[config.mk]
export PLATFORM = sky130hd
export DESIGN_NAME = comparator_serial_n_bit_flat
export DESIGN_NICKNAME = d
export VERILOG_FILES = /design/src/rtl/comparator_serial_n_bit_if.sv /design/src/rtl/comparator_serial_n_bit.sv /design/src/flat_wrapper.sv
export SDC_FILE = /design/constraint.sdc
export NUM_CORES = 1
export LEC_CHECK = 0
export ABC_AREA = 1
export CAP_MARGIN = 5
export CORE_MARGIN = 4
export CORE_UTILIZATION = 50
export DETAILED_ROUTE_END_ITERATION = 8
export HOLD_SLACK_MARGIN = 0.03
export PLACE_DENSITY = 0.81
export SYNTH_ARGS = -nofsm -noshare
export SYNTH_HDL_FRONTEND = slang
export SYNTH_SLANG_ARGS = --single-unit
[constraint.sdc]
create_clock -name clk -period 3.2 [get_ports clk]
set_input_delay 0.8 -clock clk [delete_from_list [all_inputs] [get_ports clk]]
set_output_delay 0.8 -clock clk [all_outputs]
set_load 0.005 [all_outputs]
[src/rtl/comparator_serial_n_bit_if.sv]
// ---------------------------------------------------------------------------
// comparator_serial_n_bit_if
//
// Purpose: bundles the start/busy/done handshake, the operand bus and the
// registered one-hot result of the serial magnitude comparator.
//
// Signals:
//   start        master -> slave  request a compare (honoured only when idle)
//   signed_mode  master -> slave  1 = two's-complement, 0 = unsigned
//   num_A        master -> slave  operand A, WIDTH bits
//   num_B        master -> slave  operand B, WIDTH bits
//   busy         slave -> master  compare in progress
//   done         slave -> master  one-cycle pulse when the result updates
//   greater      slave -> master  A > B
//   lesser       slave -> master  A < B
//   equal        slave -> master  A == B
// ---------------------------------------------------------------------------
interface comparator_serial_n_bit_if #(
  parameter int WIDTH = 8
);

  logic             start;
  logic             signed_mode;
  logic [WIDTH-1:0] num_A;
  logic [WIDTH-1:0] num_B;
  logic             busy;
  logic             done;
  logic             greater;
  logic             lesser;
  logic             equal;

  // Controller side: issues requests, observes status and result
  modport master (
    output start, signed_mode, num_A, num_B,
    input  busy, done, greater, lesser, equal
  );

  // Comparator side: consumes requests, produces status and result
  modport slave (
    input  start, signed_mode, num_A, num_B,
    output busy, done, greater, lesser, equal
  );

endinterface

[src/rtl/comparator_serial_n_bit.sv]
// ---------------------------------------------------------------------------
// comparator_serial_n_bit
//
// Purpose: sequential magnitude comparator. Two WIDTH-bit operands are
// compared DIGIT bits per cycle, most-significant slice first, stopping on
// the first slice that differs. Signed compares are reduced to unsigned ones
// by flipping the sign bit of both operands when they are captured
// (offset-binary mapping). The one-hot result is registered and held until
// the next completed operation.
//
// Parameters:
//   WIDTH  operand width (>= 2)
//   DIGIT  bits examined per cycle (WIDTH must be a multiple of DIGIT)
//
// Ports:
//   clk    rising-edge clock
//   rst_n  asynchronous active-low reset; abandons any operation in flight
//   bus    comparator_serial_n_bit_if.slave (start, signed_mode, num_A,
//          num_B in; busy, done, greater, lesser, equal out)
// ---------------------------------------------------------------------------
module comparator_serial_n_bit #(
  parameter int WIDTH = 8,
  parameter int DIGIT = 2
) (
  input  logic                        clk,
  input  logic                        rst_n,
  comparator_serial_n_bit_if.slave    bus
);

  localparam int NSLICE = WIDTH / DIGIT;
  localparam int CNT_W  = (NSLICE > 1) ? $clog2(NSLICE) : 1;

  localparam logic [CNT_W-1:0] LAST_SLICE = CNT_W'(NSLICE - 1);
  localparam logic [WIDTH-1:0] SIGN_BIT   = {1'b1, {(WIDTH-1){1'b0}}};

  typedef enum logic {
    IDLE,
    COMPARE
  } state_t;

  state_t             state_q,   state_d;
  logic [CNT_W-1:0]   cnt_q,     cnt_d;
  logic [WIDTH-1:0]   a_q,       a_d;
  logic [WIDTH-1:0]   b_q,       b_d;
  logic               done_q,    done_d;
  logic               greater_q, greater_d;
  logic               lesser_q,  lesser_d;
  logic               equal_q,   equal_d;

  logic [DIGIT-1:0]   a_slice;
  logic [DIGIT-1:0]   b_slice;

  // The slice under test is always the top DIGIT bits; the operand
  // registers are shifted left after every equal slice.
  assign a_slice = a_q[WIDTH-1 -: DIGIT];
  assign b_slice = b_q[WIDTH-1 -: DIGIT];

  // State and datapath registers. Reset abandons any compare in flight and
  // clears the result so nothing is reported until a fresh operation ends.
  always_ff @(posedge clk or negedge rst_n) begin
    if (!rst_n) begin
      state_q   <= IDLE;
      cnt_q     <= '0;
      a_q       <= '0;
      b_q       <= '0;
      done_q    <= 1'b0;
      greater_q <= 1'b0;
      lesser_q  <= 1'b0;
      equal_q   <= 1'b0;
    end else begin
      state_q   <= state_d;
      cnt_q     <= cnt_d;
      a_q       <= a_d;
      b_q       <= b_d;
      done_q    <= done_d;
      greater_q <= greater_d;
      lesser_q  <= lesser_d;
      equal_q   <= equal_d;
    end
  end

  // Next-state and datapath logic. Results hold by default and are only
  // rewritten on the edge that also raises done; done defaults low so it is
  // a single-cycle pulse.
  always_comb begin
    state_d   = state_q;
    cnt_d     = cnt_q;
    a_d       = a_q;
    b_d       = b_q;
    done_d    = 1'b0;
    greater_d = greater_q;
    lesser_d  = lesser_q;
    equal_d   = equal_q;

    case (state_q)
      IDLE: begin
        if (bus.start) begin
          // Flipping the MSB of both operands maps two's-complement order
          // onto unsigned order, so the slice logic never needs a sign case.
          a_d     = bus.signed_mode ? (bus.num_A ^ SIGN_BIT) : bus.num_A;
          b_d     = bus.signed_mode ? (bus.num_B ^ SIGN_BIT) : bus.num_B;
          cnt_d   = '0;
          state_d = COMPARE;
        end
      end

      COMPARE: begin
        if (a_slice != b_slice) begin
          greater_d = (a_slice > b_slice);
          lesser_d  = (a_slice < b_slice);
          equal_d   = 1'b0;
          done_d    = 1'b1;
          state_d   = IDLE;
        end else if (cnt_q == LAST_SLICE) begin
          greater_d = 1'b0;
          lesser_d  = 1'b0;
          equal_d   = 1'b1;
          done_d    = 1'b1;
          state_d   = IDLE;
        end else begin
          a_d   = a_q << DIGIT;
          b_d   = b_q << DIGIT;
          cnt_d = cnt_q + CNT_W'(1);
        end
      end

      default: begin
        state_d = IDLE;
      end
    endcase
  end

  // busy is the COMPARE state itself, so it falls on the same edge that
  // raises done and is forced low by reset without a separate flop.
  assign bus.busy    = (state_q == COMPARE);
  assign bus.done    = done_q;
  assign bus.greater = greater_q;
  assign bus.lesser  = lesser_q;
  assign bus.equal   = equal_q;

endmodule

[src/flat_wrapper.sv]
// flat-port wrapper written by rule: the top's interface ports become plain ports
module comparator_serial_n_bit_flat 
#(
  parameter int WIDTH = 8,
  parameter int DIGIT = 2
)
  (clk, rst_n, bus_start, bus_signed_mode, bus_num_A, bus_num_B, bus_busy, bus_done, bus_greater, bus_lesser, bus_equal);
  comparator_serial_n_bit_if #(.WIDTH(WIDTH)) bus_i ();
  input  logic clk;
  input  logic rst_n;
  input wire logic [$bits(bus_i.start)-1:0] bus_start;
  input wire logic [$bits(bus_i.signed_mode)-1:0] bus_signed_mode;
  input wire logic [$bits(bus_i.num_A)-1:0] bus_num_A;
  input wire logic [$bits(bus_i.num_B)-1:0] bus_num_B;
  output wire logic [$bits(bus_i.busy)-1:0] bus_busy;
  output wire logic [$bits(bus_i.done)-1:0] bus_done;
  output wire logic [$bits(bus_i.greater)-1:0] bus_greater;
  output wire logic [$bits(bus_i.lesser)-1:0] bus_lesser;
  output wire logic [$bits(bus_i.equal)-1:0] bus_equal;
  assign bus_i.start = bus_start;
  assign bus_i.signed_mode = bus_signed_mode;
  assign bus_i.num_A = bus_num_A;
  assign bus_i.num_B = bus_num_B;
  assign bus_busy = bus_i.busy;
  assign bus_done = bus_i.done;
  assign bus_greater = bus_i.greater;
  assign bus_lesser = bus_i.lesser;
  assign bus_equal = bus_i.equal;
  comparator_serial_n_bit #(.WIDTH(WIDTH), .DIGIT(DIGIT)) u_core (.clk(clk), .rst_n(rst_n), .bus(bus_i));
endmodule
==> impl_metrics.prom <==
# TYPE chip_impl_metric gauge
chip_impl_metric{name="hpwlAfterDp",unit="mm"} 1.64
chip_impl_metric{name="crit_fanout",unit=""} 18
chip_impl_metric{name="report.final.setup_viol",unit=""} 0
chip_impl_info{name="outcome",value="finished, final reports clean"} 1
chip_impl_metric{name="dp.cells",unit=""} 200
chip_impl_metric{name="cts.reportedPaths.clkPinSlew",unit="ps"} 130
chip_impl_metric{name="overflow",unit=""} 0
chip_impl_metric{name="flop_and_latch_count_out_of_synthesis",unit=""} 23
chip_impl_metric{name="die_area",unit="sq um"} 3140
chip_impl_metric{name="worst_clock_skew",unit="ps"} 6.13
chip_impl_metric{name="core_area",unit="sq um"} 2210
chip_impl_metric{name="fin_crit_sh",unit="%"} 78.8
chip_impl_metric{name="first_global_vias",unit=""} 979
chip_impl_metric{name="power.clock.fraction",unit="%"} 11.6
chip_impl_metric{name="yosysWarnings",unit=""} 0
chip_impl_metric{name="synth_seq_area_share",unit="%"} 49.9
chip_impl_metric{name="drtAntennaViolNets",unit=""} 0
chip_impl_metric{name="drc_errors",unit=""} 0
chip_impl_metric{name="floorplan.initialDensity",unit="%"} 52.1
chip_impl_metric{name="timing.max_slew.rel_slack",unit="%"} 57.7
chip_impl_metric{name="cp_slowest_stage_delay",unit="ps"} 770
chip_impl_info{name="cts_tree",value="done"} 1
chip_impl_metric{name="synthCells",unit=""} 152
chip_impl_metric{name="critPathArrivalTime",unit="ps"} 1720
chip_impl_metric{name="via_count",unit=""} 974
chip_impl_metric{name="clock_latency_reported_for_the_late_side_of_the_worst_skew_pair",unit="ps"} 320
chip_impl_metric{name="die_width",unit="um"} 56.0
chip_impl_metric{name="worst-slew-pin-transition",unit="ps"} 634
chip_impl_metric{name="grt_start_max_net_pins",unit=""} 24
chip_impl_metric{name="ctsHtreeMaxLevel",unit=""} 1
chip_impl_metric{name="cts_num_sinks",unit=""} 23
chip_impl_metric{name="first_pass_grt_wire_length",unit="mm"} 3.95
chip_impl_metric{name="number_of_drc_markers_in_iteration_0",unit=""} 10
chip_impl_metric{name="final_cell_count_no_fill",unit=""} 204
chip_impl_metric{name="drive_above_1_share",unit="%"} 5.68
chip_impl_metric{name="comb_power_share",unit="%"} 45.2
chip_impl_info{name="path_cells",value="clkdlybuf4s50_1"} 1
chip_impl_metric{name="setup-tns-final",unit="ps"} 0
chip_impl_info{name="critical-path-top-delay-family",value="flip-flops"} 1
chip_impl_metric{name="die_height",unit="um"} 56.0
chip_impl_metric{name="avgSynthCellArea",unit="sq um"} 7.58
chip_impl_metric{name="hold_viol_final",unit=""} 0
chip_impl_metric{name="cts_repair_resize_count",unit=""} 0
chip_impl_info{name="crit_path_end_kind",value="output port"} 1
chip_impl_metric{name="synth_cell_type_count",unit=""} 15
chip_impl_metric{name="cts-root-to-sink-buffers",unit=""} 2
chip_impl_metric{name="finalInstanceArea",unit="sq um"} 1420
chip_impl_metric{name="period_needed",unit="ps"} 2520
chip_impl_metric{name="placed_area",unit="sq um"} 1390
chip_impl_info{name="cts.root.buffer_cell",value="sky130_fd_sc_hd__clkbuf_4"} 1
chip_impl_metric{name="cts.hold.buffers_added",unit=""} 0
chip_impl_metric{name="grt.total_usage",unit="%"} 16.0
chip_impl_metric{name="antenna_found_initial",unit=""} 0
chip_impl_metric{name="critical_path_required",unit="ps"} 2400
chip_impl_info{name="critical-path-slowest-cell",value="sky130_fd_sc_hd__dfrtp_1"} 1
chip_impl_metric{name="globalplace.congestion",unit=""} 0.781
chip_impl_metric{name="postRouteWirelength",unit="mm"} 2.24
chip_impl_info{name="criticalPathCategory",value="reg2out"} 1
chip_impl_metric{name="antennaDiodeCount",unit=""} 0
chip_impl_metric{name="synth_area",unit="sq um"} 1150
chip_impl_metric{name="report.final.slew_viol_count",unit=""} 0
chip_impl_info{name="start_kind",value="flip-flop"} 1
chip_impl_metric{name="powerDensity",unit="nW/um^2"} 825
chip_impl_info{name="grt_setup_unrepaired",value="false"} 1
chip_impl_metric{name="row_count",unit=""} 17
chip_impl_metric{name="timing.fmax",unit="MHz"} 397
chip_impl_metric{name="drt-pass1-iter-count",unit=""} 5
chip_impl_metric{name="cts_made_buffers",unit=""} 3
chip_impl_metric{name="num-nets-final",unit=""} 200
chip_impl_metric{name="p_switching",unit="W"} 0.000499
chip_impl_metric{name="internal_power",unit="W"} 0.000671
chip_impl_metric{name="layout-area-overhead-vs-synth",unit="%"} 23.1
chip_impl_metric{name="detail_route.vias_per_cell",unit=""} 4.77
chip_impl_metric{name="peakVddDrop",unit="uV"} 395
chip_impl_info{name="hold_path.class",value="reg2reg"} 1
chip_impl_metric{name="drt-wirelength-per-cell",unit="um"} 11.0
chip_impl_metric{name="port_buffers",unit=""} 24
chip_impl_metric{name="cp.buffers_inverters",unit=""} 1
chip_impl_metric{name="seq_power_share",unit="%"} 43.2
chip_impl_metric{name="max_cap_violations",unit=""} 0
chip_impl_metric{name="post-cts-setup-buffers",unit=""} 0
chip_impl_metric{name="swShare",unit="%"} 42.7
chip_impl_metric{name="postSynthNetCount",unit=""} 175
chip_impl_metric{name="leak_pwr",unit="nW"} 0.784
chip_impl_metric{name="floorplan.io_pins",unit=""} 25
logic make-up (layout without fill, tap and decap cells):
family | after synthesis | count (layout) | share of synthesized area [%]
buf+inv | 18 | 42 | 8.25
simple gates | 102 | 102 | 35.7
compound gates | 6 | 6 | 2.82
fa+ha+maj | 3 | 3 | 3.26
flops | 23 | 23 | 49.9
sequential cells by signal, summed over array words and instances, names as in the netlist:
signal	count
u_core.a_q	8
u_core.b_q	8
u_core.cnt_q	2
u_core.bus.busy	1
u_core.bus.done	1
u_core.bus.equal	1
u_core.bus.greater	1
u_core.bus.lesser	1
metrics by stage:
stage	power, W	worst slack (ps)	hold WS [ps]	util [%]
global route	0.00131	578	509	64.1
finish	0.00117	678	488	64.1
global placement	0.00102	1090	455	62.9
CTS	0.00119	679	490	64.1
floorplan	0.000916	1850	442	-
detailed placement	0.00105	1050	461	62.9
final cells by class:
cell class                 instances  area (sq um)
tap                               28          35.0
sequential                        23           576
clock buffer                       3          22.5
clock inverter                     1          5.00
fill                             215           793
inverter                          13          51.3
multi-input combinational        111           482
timing repair buffer              25           248
per-layer routing:
metal / routed length, um / part of all wire, % / track usage (%)
met5: 0 / 0 / 0
met4: 34 / 1.5 / 7.12
met3: 114 / 5.1 / 3.94
met2: 1170 / 52 / 30.7
met1: 919 / 41 / 16.0
power groups by stage:
stage / clock network, W / logic [W] / registers [W]
global route: 0.000160 / 0.000625 / 0.000521
floorplan: 0 / 0.000446 / 0.000470
detailed placement: 0 / 0.000536 / 0.000513
CTS: 0.000143 / 0.000538 / 0.000506
finish: 0.000135 / 0.000529 / 0.000506
global placement: 0 / 0.000512 / 0.000505
worst register-to-register path, cell delays in order (launching register included):
cell and delay [ps]:
sky130_fd_sc_hd__dfrtp_1 770, sky130_fd_sc_hd__inv_4 200, sky130_fd_sc_hd__nand2_2 130, sky130_fd_sc_hd__nand3_4 200, sky130_fd_sc_hd__nand2_1 110, sky130_fd_sc_hd__o21ai_0 80
path summary, 6_finish.rpt:
check	endpoint	cells after the start	from	slack, ps
setup / recovery	bus_busy	1	u_core.bus.busy	680
hold / removal	u_core.b_q[0]	2	u_core.b_q[0]	490
setup reg to reg	u_core.cnt_q[0]	5	u_core.bus.busy	1600
min in group asynchronous	u_core.bus.greater	2	rst_n	810
max in group asynchronous	u_core.cnt_q[0]	2	rst_n	2160
hold reg to reg	u_core.b_q[0]	2	u_core.b_q[0]	490
placed cells by master (no fill, tap or decap), drive strengths merged:
cell,instances
nand2,94
clkdlybuf4s50,24
dfrtp,23
inv,13
nand3,7
o21ai,4
ha,3
clkbuf,3
nand4,1
o21bai,1
a21oi,1
clkinv,1
buf,1
synth_stat cells (all sizes together):
library cell  number  share of area [%]
dfrtp             23                 50
nand2             94                 31
o21bai             1               0.65
nand4              1               0.54
buf                5                3.8
ha                 3                3.3
nand3              7                4.1
inv               13                4.5
a21oi              1               0.43
o21ai              4                1.7
(Power assumes the default switching activity.)
